[config.mk]
export PLATFORM = sky130hd
export DESIGN_NAME = sr04_echo_responder
export DESIGN_NICKNAME = d
export VERILOG_FILES = /design/src/rtl/sr04_pkg.sv /design/src/rtl/sr04_us_timer.sv /design/src/rtl/sr04_echo_responder.sv
export SDC_FILE = /design/constraint.sdc
export NUM_CORES = 1
export LEC_CHECK = 0
export ABC_AREA = 1
export BUFFER_PORTS_ARGS = -buffer_cell sky130_fd_sc_hd__buf_2
export CORE_UTILIZATION = 55
export DETAILED_ROUTE_END_ITERATION = 7
export PLACE_DENSITY_LB_ADDON = 0.15
export SYNTH_ARGS = -nofsm -noshare
export SYNTH_HDL_FRONTEND = slang
export SYNTH_SLANG_ARGS = --single-unit
[constraint.sdc]
create_clock -name clk -period 4.6 [get_ports clk]
set_input_delay 0.23 -clock clk [delete_from_list [all_inputs] [get_ports clk]]
set_output_delay 0.23 -clock clk [all_outputs]
set_load 0.01 [all_outputs]
[src/rtl/sr04_pkg.sv]
// Shared state type, constants and echo-width helper for the HC-SR04 echo responder.
// The HOLDOFF state only exists when SR04_ECHO_HOLDOFF_EN is defined.
package sr04_pkg;

    localparam int CNT_W       = 16;
    localparam int DIST_W      = 9;
    localparam int US_PER_CM   = 58;
    localparam int MIN_DIST_CM = 2;
    localparam int MAX_DIST_CM = 400;

`ifdef SR04_ECHO_HOLDOFF_EN
    typedef enum logic [2:0] {
        S_IDLE,
        S_TRIG,
        S_BURST,
        S_ECHO,
        S_HOLDOFF
    } state_e;
`else
    typedef enum logic [2:0] {
        S_IDLE,
        S_TRIG,
        S_BURST,
        S_ECHO
    } state_e;
`endif

    // Out-of-range targets answer with the sensor's "no echo" timeout width.
    function automatic logic [CNT_W-1:0] echo_ticks(
        input logic [DIST_W-1:0] dist_cm,
        input logic [CNT_W-1:0]  timeout
    );
        if (dist_cm >= DIST_W'(MIN_DIST_CM) && dist_cm <= DIST_W'(MAX_DIST_CM))
            return CNT_W'(dist_cm) * CNT_W'(US_PER_CM);
        return timeout;
    endfunction

endpackage

[src/rtl/sr04_us_timer.sv]
// Microsecond tick counter with synchronous clear and a terminal-count strobe,
// shared by every timed state of the echo responder.
module sr04_us_timer
    import sr04_pkg::*;
(
    input  logic             clk,
    input  logic             rst,
    input  logic             clear_i,
    input  logic             tick_i,
    input  logic [CNT_W-1:0] limit_i,
    output logic [CNT_W-1:0] count_o,
    output logic             last_o
);

    logic [CNT_W-1:0] count_q, count_d;

    // NOTE: default assigned first so no path leaves count_d unassigned (no latch).
    always_comb begin
        count_d = count_q;
        if (clear_i)
            count_d = '0;
        else if (tick_i)
            count_d = count_q + 1'b1;
    end

    always_ff @(posedge clk) begin
        if (rst)
            count_q <= '0;
        else
            count_q <= count_d;
    end

    // Fires on the tick that completes limit_i counts so the owner leaves on that edge.
    assign last_o  = tick_i && (count_q == limit_i - 1'b1);
    assign count_o = count_q;

endmodule

[src/rtl/sr04_echo_responder.sv]
// HC-SR04 emulator: validates trigger width, waits the burst delay, then drives an
// echo proportional to distance. Define SR04_ECHO_HOLDOFF_EN for a post-echo holdoff.
module sr04_echo_responder
    import sr04_pkg::*;
#(
    parameter int MIN_TRIG_US = 10,
    parameter int BURST_US    = 200,
    parameter int TIMEOUT_US  = 38000,
    parameter int HOLDOFF_US  = 60000
) (
    input  logic              clk,
    input  logic              rst,
    input  logic              i_tick_1us,
    input  logic              i_trigger,
    input  logic [DIST_W-1:0] i_distance_cm,
    output logic              o_echo,
    output logic              o_busy,
    output logic              o_short_trig
);

    localparam logic [CNT_W-1:0] MIN_TRIG_C = CNT_W'(MIN_TRIG_US);
    localparam logic [CNT_W-1:0] BURST_C    = CNT_W'(BURST_US);
    localparam logic [CNT_W-1:0] TIMEOUT_C  = CNT_W'(TIMEOUT_US);
    localparam logic [CNT_W-1:0] HOLDOFF_C  = CNT_W'(HOLDOFF_US);

    state_e            state_q, state_d;
    logic              trig_q;
    logic [DIST_W-1:0] dist_q, dist_d;
    logic              echo_q, echo_d;
    logic              short_q, short_d;

    logic              tmr_clear, tmr_tick, tmr_last;
    logic [CNT_W-1:0]  tmr_count, tmr_limit;
    logic              trig_rise, trig_fall, trig_full;

    assign trig_rise = i_trigger && !trig_q;
    assign trig_fall = !i_trigger && trig_q;
    assign trig_full = (tmr_count >= MIN_TRIG_C);

    // Width measurement saturates; IDLE never counts.
    assign tmr_tick  = i_tick_1us && (state_q != S_IDLE) && !(state_q == S_TRIG && trig_full);
    assign tmr_clear = (state_d != state_q);

    always_comb begin
        tmr_limit = HOLDOFF_C;
        case (state_q)
            S_BURST: tmr_limit = BURST_C;
            S_ECHO:  tmr_limit = echo_ticks(dist_q, TIMEOUT_C);
            default: ;
        endcase
    end

    sr04_us_timer u_timer (
        .clk     (clk),
        .rst     (rst),
        .clear_i (tmr_clear),
        .tick_i  (tmr_tick),
        .limit_i (tmr_limit),
        .count_o (tmr_count),
        .last_o  (tmr_last)
    );

    always_comb begin
        state_d = state_q;
        dist_d  = dist_q;
        short_d = 1'b0;
        case (state_q)
            S_IDLE: if (trig_rise) state_d = S_TRIG;
            S_TRIG: begin
                if (trig_fall) begin
                    if (trig_full) begin
                        state_d = S_BURST;
                        dist_d  = i_distance_cm;
                    end else begin
                        state_d = S_IDLE;
                        short_d = 1'b1;
                    end
                end
            end
            S_BURST: if (tmr_last) state_d = S_ECHO;
`ifdef SR04_ECHO_HOLDOFF_EN
            S_ECHO:    if (tmr_last) state_d = S_HOLDOFF;
            S_HOLDOFF: if (tmr_last) state_d = S_IDLE;
`else
            S_ECHO:    if (tmr_last) state_d = S_IDLE;
`endif
            default: state_d = S_IDLE;
        endcase
        echo_d = (state_d == S_ECHO);
    end

    always_ff @(posedge clk) begin
        if (rst) begin
            state_q <= S_IDLE;
            trig_q  <= 1'b1;  // a trigger held through reset must not read as a fresh edge
            dist_q  <= '0;
            echo_q  <= 1'b0;
            short_q <= 1'b0;
        end else begin
            state_q <= state_d;
            trig_q  <= i_trigger;
            dist_q  <= dist_d;
            echo_q  <= echo_d;
            short_q <= short_d;
        end
    end

    assign o_echo       = echo_q;
    assign o_busy       = (state_q != S_IDLE);
    assign o_short_trig = short_q;

endmodule

==> results.ini <==
[sta]
final_hold_viol_count = 0
clock.fmax_ghz = 0.224
final_max_slew_viol_count = 0
whs_ns = 0.144
setup_viol = 0
fin_crit_ns = 4.46
fin_skew_ns = 0.00854
setup_tns_ns = 0
finalCritPeriodShare = 0.969

[global_route]
grt_pass1_wl_mm = 12.6
track_usage = 0.242
grt_pass1_vias = 2935
grt_max_degree = 20
antenna_found_initial = 0
grt.overflow.total = 0

[floorplan]
fp-row-count = 28
die_h_um = 82.5
initial_core_util = 0.585
coreArea_sq_um = 6100
die_area_sq_um = 6810
io-pin-count = 16
die_w_um = 82.5

[layout]
postLayoutCoreUtil = 0.675
final_cell_mix = nand2_1 (106), inv_1 (86), nand3_1 (43)
final_common_cell = nand2_1
drive_above_1_share = 0.218
nNetsFinal = 629
antennaDiodeCount = 0
synthToLayoutAreaGrowth_pct = 15.4

[drt]
routed_wl_mm = 8.05
drt_first_iter_violations = 172
ant_nets = 0
num_vias = 3246
drt_pass1_iterations = 4
drc = 0
wl_per_cell_um = 12.7
via_per_inst = 5.12

[outcome]
outcome = completed

[power_and_ir_drop]
power_mw = 0.517
power.density_nw_per_um2 = 126
p_leak_nw = 2.20
vdd_ir_drop_max_uv = 150

[worst_setup_path]
r2r-start = dist_q[1]
r2r_end = u_timer.count_o[2]
worstPathArrival_ns = 4.64
critical-path-max-stage-delay_ns = 0.54
crit_path_start = dist_q[1]
cp-start-kind = flip-flop
r2r_cells = 30
cp_max_fo = 8
crit_path_end = u_timer.count_o[2]
crit_type = flip-flop to flip-flop
end_kind = flip-flop
cp.required_ns = 4.78
reg2reg_setup_slack_ns = 0.14
cp_slowest_cell = fa_1

[clock_network]
cts_made_buffers = 5
htreeDepth = 2
cts_max_path_buffers = 2
clk_latency_ns = 0.29
clockRootBuffer = clkbuf_8
clkSlewWorstSetupHoldPaths_ns = 0.06
clock_sinks = 31
cts_tree = yes
cts-hold-fix-buffers = 0

[yosys]
synthCells = 522
yosys_warnings = 0
synth.distinct_cells = 37
syn-mean-instance-area_sq_um = 6.83
synth_area_sq_um = 3560
syn_nets = 592
yosys_register_bits = 31
ys_seq_area_frac = 0.174

[place]
gp_congestion = 0.872
io_buffer_count = 15
hpwlAfterDp_mm = 6.15

[worst_hold_path]
hold_path.class = input pin to flip-flop
min_from = i_trigger

[job]
maxCapViolCount = 0

[repair_timing]
item                                    CTS  global route
resized for setup                         3            38
cloned                                    0             1
buffers inserted                          0             8
pin swaps                                 0            24
endpoints found under the setup margin   16            19
[sequential cells by signal, summed over array words and instances (netlist names)]
register,flops
u_timer.count_o,16
dist_q,9
state_q,3
o_echo,1
o_short_trig,1
trig_q,1
[metal layers]
layer  routed length [um]  GRT usage  vias up
met5                    0          0        -
met1                 3970      0.327     1487
met3                  176     0.0363        6
li1                     -          -     1709
met2                 3850      0.402       44
met4                   64     0.0586        0
[layout make-up]
| type | count | area, sq um |
|---|---|---|
| Inverter | 100 | 375 |
| Sequential cell | 31 | 634 |
| Multi-Input combinational cell | 389 | 2720 |
| Fill cell | 554 | 1980 |
| Tap cell | 75 | 93.8 |
| Timing Repair Buffer | 32 | 203 |
| Clock inverter | 1 | 5.00 |
| Clock buffer | 6 | 82.6 |
[report_power, final]
part | switching (mW) | total (mW) | internal (mW)
logic | 0.0158 | 0.0263 | 0.0105
registers | 0.00121 | 0.269 | 0.268
clock network | 0.104 | 0.221 | 0.117
[worst max-delay path: cells and delay by family, from the launching register on]
| kind | cells | cell delay [ns] |
|---|---|---|
| simple gates | 21 | 2.04 |
| buf+inv | 5 | 0.42 |
| fa+ha+maj | 4 | 1.53 |
| flops | 1 | 0.37 |
[cells by family (layout without fill, tap and decap cells)]
logic type,Yosys count,in the layout,share of synthesized area
AO/OA/AOI/OAI,42,42,0.0649
XOR/XNOR,22,22,0.0541
adder cells (fa/ha/maj),57,57,0.227
buffers and inverters,103,139,0.113
flip-flops,31,31,0.174
other,1,1,0.00105
AND/OR/NAND/NOR,266,267,0.365
[through the flow]
| stage | cells | worst slack [ns] | cell area, sq um |
|---|---|---|---|
| floorplan | 522 | 0.393 | 3560 |
| global placement | 618 | 0.0503 | 3770 |
| detailed placement | 618 | -0.0796 | 3770 |
| CTS | 625 | 0.0553 | 3870 |
| global route | 634 | -0.0914 | 4110 |
| finish | 634 | 0.144 | 4110 |
[how the worst min path moves through the flow]
| stage | to | slack [ns] | cells past startpoint |
|---|---|---|---|
| finish | trig_q | 0.14 | 3 |
| global route | trig_q | 0.15 | 3 |
| CTS | trig_q | 0.14 | 3 |
| detailed placement | trig_q | 0.44 | 3 |
| global placement | trig_q | 0.43 | 3 |
| floorplan | state_q[1] | 0.31 | 1 |
[cells in the mapped netlist (all sizes together)]
| cell | instances | area, sq um |
|---|---|---|
| inv | 99 | 372 |
| fa | 13 | 260 |
| buf | 2 | 23.8 |
| nand3b | 3 | 22.5 |
| nor2 | 64 | 327 |
| o31ai | 1 | 7.51 |
| a21oi | 21 | 113 |
| o2111ai | 1 | 8.76 |
| nand4 | 9 | 56.3 |
| ha | 44 | 551 |
| nand3 | 53 | 305 |
| conb | 1 | 3.75 |
| nor3 | 7 | 35.0 |
| xnor2 | 2 | 17.5 |
| or2 | 3 | 18.8 |
| o21bai | 3 | 22.5 |
| nor3b | 1 | 7.51 |
| nand2 | 124 | 518 |
| and2 | 1 | 6.26 |
| o21ai | 16 | 80.1 |
| nor4 | 1 | 6.26 |
| xor2 | 20 | 175 |
| clkinv | 1 | 3.75 |
| clkbuf | 1 | 3.75 |
| dfxtp | 31 | 621 |
(Power assumes the default switching activity.)
